--- src/rtl/mips_pkg.sv ---
// Shared definitions for the fetch front end: state encoding, reset PC and opcode field position.
package mips_pkg;

  localparam logic [31:0] RESET_PC_DEF = 32'h0040_0000;
  localparam int          OPCODE_MSB   = 31;
  localparam int          OPCODE_LSB   = 26;

  typedef enum logic [1:0] {
    S_IDLE  = 2'd0,
    S_FETCH = 2'd1,
    S_HOLD  = 2'd2
  } fetch_state_e;

endpackage

--- src/rtl/pc_register.sv ---
// Enable register with async active-low reset and a parameterised reset value.
module pc_register #(
  parameter int                    DATA_WIDTH = 32,
  parameter logic [DATA_WIDTH-1:0] RESET_VAL  = '0
) (
  input  logic                  clk,
  input  logic                  rst_n,
  input  logic                  en_i,
  input  logic [DATA_WIDTH-1:0] d_i,
  output logic [DATA_WIDTH-1:0] q_o
);

  logic [DATA_WIDTH-1:0] val_q;

  always_ff @(posedge clk or negedge rst_n) begin
    if (!rst_n) begin
      val_q <= RESET_VAL;
    end else if (en_i) begin
      val_q <= d_i;
    end
  end

  assign q_o = val_q;

endmodule

--- src/rtl/instr_fetch_unit.sv ---
// Fetch stage: owns the PC, reads instruction memory over req/ack and hands words to decode.
module instr_fetch_unit
  import mips_pkg::*;
#(
  parameter int                    DATA_WIDTH = 32,
  parameter logic [DATA_WIDTH-1:0] RESET_PC   = RESET_PC_DEF
) (
  input  logic                  clk,
  input  logic                  reset,
  output logic                  imem_req_o,
  output logic [DATA_WIDTH-1:0] imem_addr_o,
  input  logic                  imem_ack_i,
  input  logic [DATA_WIDTH-1:0] imem_rdata_i,
  output logic                  inst_valid_o,
  input  logic                  inst_ready_i,
  output logic [DATA_WIDTH-1:0] inst_o,
  output logic [5:0]            opcode_o,
  output logic [DATA_WIDTH-1:0] pc_o,
  output logic [DATA_WIDTH-1:0] pc_plus4_o,
  input  logic                  redirect_i,
  input  logic [DATA_WIDTH-1:0] redirect_pc_i,
  output logic                  misalign_o,
  output logic [31:0]           inst_count_o
);

  fetch_state_e          state_q, state_d;
  logic                  squash_q, squash_d;
  logic                  valid_q, valid_d;
  logic                  misalign_q, misalign_d;
  logic [DATA_WIDTH-1:0] inst_q, inst_d;
  logic [DATA_WIDTH-1:0] addr_q, addr_d;
  logic [31:0]           count_q, count_d;
  logic [DATA_WIDTH-1:0] fetch_pc_q, fetch_pc_d;
  logic [DATA_WIDTH-1:0] pc_q;
  logic                  fetch_en, pc_en;
  logic [DATA_WIDTH-1:0] redirect_tgt;

  assign redirect_tgt = {redirect_pc_i[DATA_WIDTH-1:2], 2'b00};

  always_comb begin
    state_d    = state_q;
    squash_d   = squash_q;
    valid_d    = valid_q;
    inst_d     = inst_q;
    count_d    = count_q;
    misalign_d = misalign_q | (redirect_i & (|redirect_pc_i[1:0]));
    fetch_en   = 1'b0;
    fetch_pc_d = fetch_pc_q;
    pc_en      = 1'b0;

    if (redirect_i) begin
      fetch_en   = 1'b1;
      fetch_pc_d = redirect_tgt;
    end

    case (state_q)
      S_IDLE: state_d = S_FETCH;
      S_FETCH: begin
        if (imem_ack_i) begin
          if (squash_q) begin
            squash_d = 1'b0;
          end else if (!redirect_i) begin
            inst_d     = imem_rdata_i;
            pc_en      = 1'b1;
            fetch_en   = 1'b1;
            fetch_pc_d = fetch_pc_q + DATA_WIDTH'(4);
            valid_d    = 1'b1;
            state_d    = S_HOLD;
          end
        end else if (redirect_i) begin
          // The outstanding request cannot be withdrawn; drop its data when it lands.
          squash_d = 1'b1;
        end
      end
      S_HOLD: begin
        if (inst_ready_i) begin
          valid_d = 1'b0;
          count_d = count_q + 32'd1;
          state_d = S_FETCH;
        end else if (redirect_i) begin
          valid_d = 1'b0;
          state_d = S_FETCH;
        end
      end
      default: state_d = S_IDLE;
    endcase

    // Address is frozen while a request is outstanding, otherwise it tracks the next fetch PC.
    addr_d = (state_q == S_FETCH && !imem_ack_i) ? addr_q : fetch_pc_d;
  end

  always_ff @(posedge clk or negedge reset) begin
    if (!reset) begin
      state_q    <= S_IDLE;
      squash_q   <= 1'b0;
      valid_q    <= 1'b0;
      misalign_q <= 1'b0;
      inst_q     <= '0;
      addr_q     <= RESET_PC;
      count_q    <= '0;
    end else begin
      state_q    <= state_d;
      squash_q   <= squash_d;
      valid_q    <= valid_d;
      misalign_q <= misalign_d;
      inst_q     <= inst_d;
      addr_q     <= addr_d;
      count_q    <= count_d;
    end
  end

  pc_register #(.DATA_WIDTH(DATA_WIDTH), .RESET_VAL(RESET_PC)) u_fetch_pc (
    .clk   (clk),
    .rst_n (reset),
    .en_i  (fetch_en),
    .d_i   (fetch_pc_d),
    .q_o   (fetch_pc_q)
  );

  pc_register #(.DATA_WIDTH(DATA_WIDTH), .RESET_VAL(RESET_PC)) u_pc (
    .clk   (clk),
    .rst_n (reset),
    .en_i  (pc_en),
    .d_i   (fetch_pc_q),
    .q_o   (pc_q)
  );

  assign imem_req_o   = (state_q == S_FETCH);
  assign imem_addr_o  = addr_q;
  assign inst_valid_o = valid_q;
  assign inst_o       = inst_q;
  assign opcode_o     = inst_q[OPCODE_MSB:OPCODE_LSB];
  assign pc_o         = pc_q;
  assign pc_plus4_o   = pc_q + DATA_WIDTH'(4);
  assign misalign_o   = misalign_q;
  assign inst_count_o = count_q;

endmodule

--- config.mk ---
export PLATFORM = sky130hd
export DESIGN_NAME = instr_fetch_unit
export DESIGN_NICKNAME = d
export VERILOG_FILES = /design/src/rtl/mips_pkg.sv /design/src/rtl/pc_register.sv /design/src/rtl/instr_fetch_unit.sv
export SDC_FILE = /design/constraint.sdc
export NUM_CORES = 1
export LEC_CHECK = 0
export CAP_MARGIN = 40
export CORE_UTILIZATION = 50
export CTS_CLUSTER_SIZE = 20
export DETAILED_ROUTE_END_ITERATION = 8
export HOLD_SLACK_MARGIN = 0.05
export PLACE_DENSITY = 0.84
export SYNTH_ARGS = -nofsm -noshare
export SYNTH_HDL_FRONTEND = slang
export SYNTH_SLANG_ARGS = --single-unit
--- constraint.sdc ---
create_clock -name clk -period 4.75 [get_ports clk]
set_clock_uncertainty 0.2 [all_clocks]
set_input_delay 0.7125 -clock clk [delete_from_list [all_inputs] [get_ports clk]]
set_output_delay 0.7125 -clock clk [all_outputs]
set_load 0.02 [all_outputs]
# Word level (Yosys, flattened, before mapping)
# Index checks and enable logic that the tools add are counted.
[word_totals] elab_cells=61 out_inout_bits=169 regBits=165 inputBits=69
[classes] bitwise_logic=4 add_sub_neg=3 n_eq_ne=6 reduce_logical=11 n_mux=28
[op_table] operator="$mux W32" count=5
[op_table] operator="$add A32 B3 Y32 const B" count=2
[op_table] operator="$add A32 B1 Y32 const B" count=1
[op_table] operator="$mux W1" count=16
[op_table] operator="$mux W2" count=5
[op_table] operator="$reduce_and A4 Y1" count=2
[op_table] operator="$pmux W2 S3" count=1
[op_table] operator="$reduce_and A5 Y1" count=1
[op_table] operator="$ne A2 B2 Y1 const B" count=2
[op_table] operator="$reduce_and A2 Y1" count=2
[op_table] operator="$reduce_bool A2 Y1" count=2
[op_table] operator="$ne A3 B3 Y1 const B" count=1
[op_table] operator="$eq A2 B1 Y1 const B" count=1
[op_table] operator="$eq A2 B2 Y1 const B" count=1
[op_table] operator="$logic_not A2 Y1" count=1
[op_table] operator="$ne A2 B1 Y1 const B" count=1
[op_table] operator="$not A1 Y1" count=2
[op_table] operator="$pmux W1 S2" count=1
[op_table] operator="$reduce_or A2 Y1" count=1
[op_table] operator="$and A1 B1 Y1" count=1
[op_table] operator="$logic_and A1 B1 Y1" count=1
[op_table] operator="$logic_not A1 Y1" count=1
[op_table] operator="$or A1 B1 Y1" count=1

# Logic depth before layout (Yosys ltp)
# Gate-level depths: netlist of the first run.
[depth] word_depth=5 mapped_depth=8 ltp_nobuf=6

# Hierarchy
# Synthesis of the first run repeated with hierarchy kept, for this count alone.
[hier_totals] cells_unflattened=769 area_unflattened_um2=8456.9
[modules_own_cells] module="instr_fetch_unit" instances=1 seq_area_each_um2=2528.7 area_each_um2=5764.3 cells_each=633
[modules_own_cells] module="pc_register" instances=2 seq_area_each_um2=802.0 area_each_um2=1346.3 cells_each=68

# Least setup slack after synthesis of the first run
# No wires, ideal clock.
[synth_timing] path_type="register -> output" start="register u_pc.val_q[9] (netlist: u_pc.q_o[9])" end="output pc_plus4_o[28]" path_stages_with_launch=7 t_required_ns=3.838 path_buffers=1 t_arrival_ns=1.799 setup_slack_ns=2.038 cell_sequence="dfrtp_1 > and4_1 > clkbuf_1 > nand4_1 > nor2_1 > nand3_1 > xnor2_1"
[synth_between] elab_chain_cells=1
[synth_lines] element="from (decl)" line_no="pc_register.sv:13" rtl="logic [DATA_WIDTH-1:0] val_q;"
[synth_lines] element="from (signal assigned)" line_no="pc_register.sv:19" rtl="val_q <= d_i;"
[synth_lines] element="$add A32 B3 Y32" line_no="instr_fetch_unit.sv:134" rtl="assign pc_plus4_o = pc_q + DATA_WIDTH'(4);"
[synth_lines] element="to (decl)" line_no="instr_fetch_unit.sv:19" rtl="output logic [DATA_WIDTH-1:0] pc_plus4_o,"
# Every way passes these cells.

# Worst setup path after layout of the first run
[layout_timing] start="register u_pc.val_q[4] (netlist: u_pc.q_o[4])" end="output pc_plus4_o[23]"
# The elaborated chain is that of the path after synthesis.

==> results.sh, run 1 <==
export IMPL_worst_slew_pin_slew_ns=0.7007
export IMPL_wl_um=21720
export IMPL_grt_antenna_before_repair=0
export IMPL_synth_main_ff_cell="dfrtp_1"
export IMPL_grt_pass1_wl_um=34710
export IMPL_num_nets_final=1126
export IMPL_antennaDiodeCount=0
export IMPL_syn_nets=907
export IMPL_grt_pass1_vias=6616
export IMPL_pin_count=238
export IMPL_cts_root_buf="clkbuf_16"
export IMPL_final_hold_viol_count=0
export IMPL_cp_arrival_ns=2.74
export IMPL_grt_max_degree=94
export IMPL_async_flop_share_pct=100.0
export IMPL_ant_nets=0
export IMPL_drive_gt1_share_pct=7.498
export IMPL_yosys_warnings=0
export IMPL_ys_seq_area_share_pct=51.97
export IMPL_syn_inst=835
export IMPL_cts_tree="done"
export IMPL_peakVddDrop_mv=0.2525
export IMPL_clock_fmax_ghz=0.2740
export IMPL_dieArea_mm2=0.01641
export IMPL_post_place_ws_ns=1.559
export IMPL_via_count=6938
export IMPL_clk_pin_slew_ns=0.06
export IMPL_clock_path_buffers=2
export IMPL_hold_ws_ns=0.2542
export IMPL_cp_data_required_time_ns=3.84
export IMPL_drt_initial_drc_count=552
export IMPL_setup_violations=0
export IMPL_grt_usage_pct=27.56
export IMPL_htree_levels=4
export IMPL_worstPathMaxFanout=9
export IMPL_fin_crit_ns=3.649
export IMPL_end_kind="primary output"
export IMPL_ys_ff_latch=165
export IMPL_gp_congestion=0.8512
export IMPL_ys_types=56
export IMPL_clk_latency_ns=0.42
export IMPL_wire_per_inst_um=16.99
export IMPL_worst_slack_ns=1.101
export IMPL_synth_area_mm2=0.007953
export IMPL_port_buffer_count=237
export IMPL_power_density_mw_per_mm2=535.4
export IMPL_clkSinkCount=165
export IMPL_drc=0
export IMPL_initial_core_util_pct=51.74
export IMPL_finalCritPeriodShare_pct=76.82
export IMPL_postCtsSetupBuffers=0
export IMPL_via_per_inst=5.429
export IMPL_leakage_uw=0.004921
export IMPL_drv_cap=0
export IMPL_cts_buffers=17
export IMPL_grt_ovfl_total=0
export IMPL_min_path_type="reg -> reg"
export IMPL_slew_violations=0
export IMPL_cp_start_kind="register"
export IMPL_core_area_mm2=0.01537
export IMPL_synth_edf_count=0
export IMPL_outcome="finished, final reports clean"
export IMPL_rsz0062_at_grt="false"
export IMPL_slew_limit_headroom_pct=53.28
export IMPL_first_pass_iters=5
export IMPL_syn_avg_cell_area_um2=9.524
export IMPL_area_growth_pct=38.94
export IMPL_hpwl_um=15500
export IMPL_critPathKind="reg -> out"
export IMPL_setup_tns_ns=0
export IMPL_num_rows=45
export IMPL_die_w_um=128.1
export IMPL_die_height_um=128.1
-- cells in the final DEF (no fill, tap or decap), drive strengths merged, types with 15 or more instances in the layout --
cell           count
xor2              23
nand2            246
nor2              42
nand4             29
o21ai             25
xnor2             52
clkbuf            20
mux2              20
dfrtp            162
and3              23
clkdlybuf4s50    235
a21oi             15
nand3             45
-- synth_stat cells (2+ instances only) --
cell / count / area [um2]
a21oi_1: 15 / 75.07
a221o_1: 2 / 20.02
a31oi_1: 4 / 25.02
and2_1: 4 / 25.02
and3_1: 22 / 137.6
and3b_1: 2 / 17.52
and4_1: 12 / 105.1
buf_2: 12 / 60.06
buf_4: 10 / 75.07
buf_6: 3 / 33.78
clkbuf_1: 19 / 71.32
dfrtp_1: 162 / 4054
dfstp_2: 3 / 78.83
ha_1: 3 / 37.54
inv_1: 9 / 33.78
mux2_2: 20 / 225.2
mux2i_1: 9 / 90.09
nand2_1: 246 / 923.4
nand2b_1: 2 / 12.51
nand3_1: 43 / 215.2
nand4_1: 29 / 181.4
nor2_1: 42 / 157.7
nor2b_1: 7 / 43.79
nor3_1: 12 / 60.06
nor4_1: 5 / 31.28
nor4_2: 3 / 37.54
o21ai_0: 24 / 120.1
o31a_1: 2 / 17.52
o31ai_1: 7 / 52.55
or3_1: 3 / 18.77
xnor2_1: 52 / 455.4
xor2_1: 23 / 201.4
-- area by class of cell --
type	instances	area (um2)
Fill cell	1142	4322
Sequential cell	165	4133
Multi-Input combinational cell	615	3547
Timing Repair Buffer	246	2479
Clock buffer	20	436.7
Tap cell	211	264.0
Clock inverter	12	156.4
Inverter	9	33.78
-- kinds of logic after synthesis --
group                    after synthesis  share of synthesized area, %
AND/OR/NAND/NOR                      448                         27.28
flip-flops                           165                         51.97
XOR/XNOR                              75                         8.260
AO/OA/AOI/OAI                         60                         4.500
buffers and inverters                 55                         3.556
multiplexers                          29                         3.965
adder cells (fa/ha/maj)                3                        0.4720
-- state kept, by name (all words and copies together) (netlist names) --
name	flops
state_q	2
inst_o	32
u_pc.q_o	32
misalign_o	1
squash_q	1
imem_addr_o	32
u_fetch_pc.q_o	32
inst_valid_o	1
inst_count_o	32
-- timing repair --
action,4_1_cts,5_1_grt
endpoints found under the hold margin,17,0
gates resized for setup,0,0
hold buffers,1,0
setup endpoints to repair,0,0
-- final timing paths --
path / start / end / slack (ns) / depth (start not counted)
max reg2reg: state_q[0] / imem_addr_o[21] / 2.11 / 5
max in group asynchronous: reset / u_fetch_pc.q_o[22] / 3.12 / 3
min reg2reg: u_fetch_pc.q_o[0] / u_pc.q_o[0] / 0.25 / 2
max: u_pc.q_o[4] / pc_plus4_o[23] / 1.10 / 6
min in group asynchronous: reset / imem_addr_o[28] / 0.49 / 2
min: u_fetch_pc.q_o[0] / u_pc.q_o[0] / 0.25 / 2
-- power by group --
part	leakage [uW]	switching (uW)	internal, uW
Combinational	0.00259	1250	1140
Clock	0.000276	556	827
Sequential	0.00205	379	1770
Total	0.00492	2180	3730
-- layer usage --
layer  global-route usage (%)  up-vias  part of all wire, %
met5                        0        -                    0
met4                    10.10        0                  1.9
met3                    4.257       27                  5.4
met2                    43.99      269                   49
met1                    38.22     3393                   44
li1                         -     3249                    -
-- metrics by stage --
step	instance area (um2)	utilization, %	power (uW)	cells
floorplan	7953	-	3322	835
global placement	10390	67.60	4480	1243
detailed placement	10450	67.96	4540	1245
CTS	11050	71.88	5942	1278
global route	11050	71.88	6203	1278
finish	11050	71.88	5916	1278
-- critical path: stages, from the launching register on --
cell and delay, ns:
dfrtp_1 0.44, and4_1 0.29, and4_1 0.42, nand2_1 0.17, nor3_1 0.21, xor2_1 0.16
clkdlybuf4s50_1 0.61
Note: power is estimated with default switching activity, not from simulation.
==> inputs of run 2 (changes only) <==
--- a/config.mk
+++ b/config.mk
@@ -6,11 +6,11 @@
 export NUM_CORES = 1
 export LEC_CHECK = 0
 export CAP_MARGIN = 40
-export CORE_UTILIZATION = 50
+export CORE_UTILIZATION = 48
 export CTS_CLUSTER_SIZE = 20
 export DETAILED_ROUTE_END_ITERATION = 8
 export HOLD_SLACK_MARGIN = 0.05
-export PLACE_DENSITY = 0.84
+export PLACE_DENSITY = 0.81
 export SYNTH_ARGS = -nofsm -noshare
 export SYNTH_HDL_FRONTEND = slang
 export SYNTH_SLANG_ARGS = --single-unit
==> constraint.sdc (replaced) <==
create_clock -name clk -period 3.5 [get_ports clk]
set_clock_uncertainty 0.2 [all_clocks]
set_input_delay 0.525 -clock clk [delete_from_list [all_inputs] [get_ports clk]]
set_output_delay 0.525 -clock clk [all_outputs]
set_load 0.02 [all_outputs]
==> results.sh, run 2 (synthesized netlist as in run 1, its figures left out) <==
export IMPL_first_pass_iters=5
export IMPL_pin_count=238
export IMPL_via_per_inst=5.363
export IMPL_die_w_um=130.7
export IMPL_grt_pass1_wl_um=34270
export IMPL_drt_initial_drc_count=495
export IMPL_cp_arrival_ns=2.61
export IMPL_hpwl_um=15670
export IMPL_clkSinkCount=165
export IMPL_clk_latency_ns=0.43
export IMPL_rsz0062_at_grt="false"
export IMPL_met2_length_um=10410
export IMPL_worst_slack_ns=0.1689
export IMPL_cp_start_kind="register"
export IMPL_fin_cells=1281
export IMPL_dieArea_mm2=0.01709
export IMPL_drt_met1_wl_um=9522
export IMPL_setup_tns_ns=0
export IMPL_grt_ovfl_total=0
export IMPL_antennaDiodeCount=0
export IMPL_clock_fmax_ghz=0.3002
export IMPL_peakVddDrop_mv=0.4127
export IMPL_drive_gt1_share_pct=7.887
export IMPL_die_height_um=130.7
export IMPL_ant_nets=0
export IMPL_slew_violations=0
export IMPL_wl_um=21700
export IMPL_finalCritPeriodShare_pct=95.17
export IMPL_end_kind="primary output"
export IMPL_num_rows=46
export IMPL_num_nets_final=1125
export IMPL_cts_root_buf="clkbuf_16"
export IMPL_clock_path_buffers=2
export IMPL_post_place_ws_ns=0.4468
export IMPL_drc=0
export IMPL_cts_buffers=17
export IMPL_htree_levels=4
export IMPL_grt_pass1_vias=6590
export IMPL_core_area_mm2=0.01600
export IMPL_gp_congestion=0.8540
export IMPL_grt_antenna_before_repair=0
export IMPL_final_hold_viol_count=0
export IMPL_leakage_uw=0.004932
export IMPL_power_density_mw_per_mm2=725.3
export IMPL_critPathKind="reg -> out"
export IMPL_grt_max_degree=90
export IMPL_port_buffer_count=237
export IMPL_grt_usage_pct=26.17
export IMPL_routed_wl_met3_um=1330
export IMPL_fin_crit_ns=3.331
export IMPL_slew_limit_headroom_pct=45.33
export IMPL_wire_per_inst_um=16.94
export IMPL_multi_input_area_mm2=0.003555
export IMPL_regArea_mm2=0.004134
export IMPL_worstPathMaxFanout=9
export IMPL_final_common_cell="nand2_1"
export IMPL_cp_data_required_time_ns=2.77
export IMPL_clk_pin_slew_ns=0.06
export IMPL_postCtsSetupBuffers=0
export IMPL_fillCellCount=1279
export IMPL_area_growth_pct=38.72
export IMPL_mostFrequentLayoutCells="246 x nand2_1, 234 x clkdlybuf4s50_1, 161 x dfrtp_1"
export IMPL_placedCellCount=1249
export IMPL_cts_tree="done"
export IMPL_setup_violations=0
export IMPL_outcome="finished, final reports clean"
export IMPL_min_path_type="reg -> reg"
export IMPL_via_count=6870
export IMPL_maxUsedRoutingLayer="met4"
export IMPL_drv_cap=0
export IMPL_worst_slew_pin_slew_ns=0.8183
export IMPL_initial_core_util_pct=49.70
## run 2: cell count changes in the layout (fill, tap and decap cells not counted), sizes merged
cell | previous run | this run
buf | 10 | 9
clkdlybuf4s50 | 235 | 234
clkinv | 5 | 8
clkinvlp | 4 | 0
dlymetal6s2s | 0 | 1
## run 2: path summary, 6_finish.rpt
check / from / endpoint / slack [ns] / depth (start not counted)
max in group asynchronous: reset / imem_addr_o[22] / 1.86 / 3
hold / removal: u_fetch_pc.q_o[1] / u_pc.q_o[1] / 0.26 / 2
min in group asynchronous: reset / imem_addr_o[6] / 0.40 / 2
setup / recovery: u_pc.q_o[5] / pc_plus4_o[25] / 0.17 / 6
hold reg to reg: u_fetch_pc.q_o[1] / u_pc.q_o[1] / 0.26 / 2
setup reg to reg: state_q[0] / imem_addr_o[26] / 0.84 / 4
## run 2: routing by layer
layer	global-route usage, %	vias to the layer above
met5	0	-
met1	36.14	3344
met3	5.293	31
met4	8.993	0
li1	-	3248
met2	41.21	247
## run 2: stage by stage
step                      area [um2]  hold slack [ns]  util (%)  total power (uW)
after global placement         10430           0.2470     65.19              6098
after global routing           11030           0.2925     68.95              8408
final                          11030           0.2564     68.95              8002
after floorplan                 7953          0.02941         -              4508
after CTS                      11020           0.2603     68.88              8042
after detailed placement       10430           0.2441     65.19              6158
## run 2: timing repair
item                       4_1_cts  5_1_grt
pin swaps                        0        0
gates resized for setup          1        6
hold endpoints to repair        44        0
setup endpoints to repair        3        5
hold buffers                     1        0
## run 2: cell type report
cell class                 count  area share, %
clock buffer                  20          4.049
clock inverter                11          1.214
inverter                       9         0.3062
multi-input combinational    615          32.22
sequential                   165          37.47
tap                          216          2.450
timing repair buffer         245          22.29
## run 2: critical path: stages, from the launching register on
cell	delay (ns)
dfrtp_1	0.44
and4_1	0.32
and4_4	0.32
and4_1	0.27
nand2_1	0.08
xnor2_1	0.14
clkdlybuf4s50_1	0.62
## run 2: report_power, final
group	switching, uW	internal, uW	total (uW)
combinational	1690	1550	3240
sequential	507	2400	2900
clock	729	1130	1860
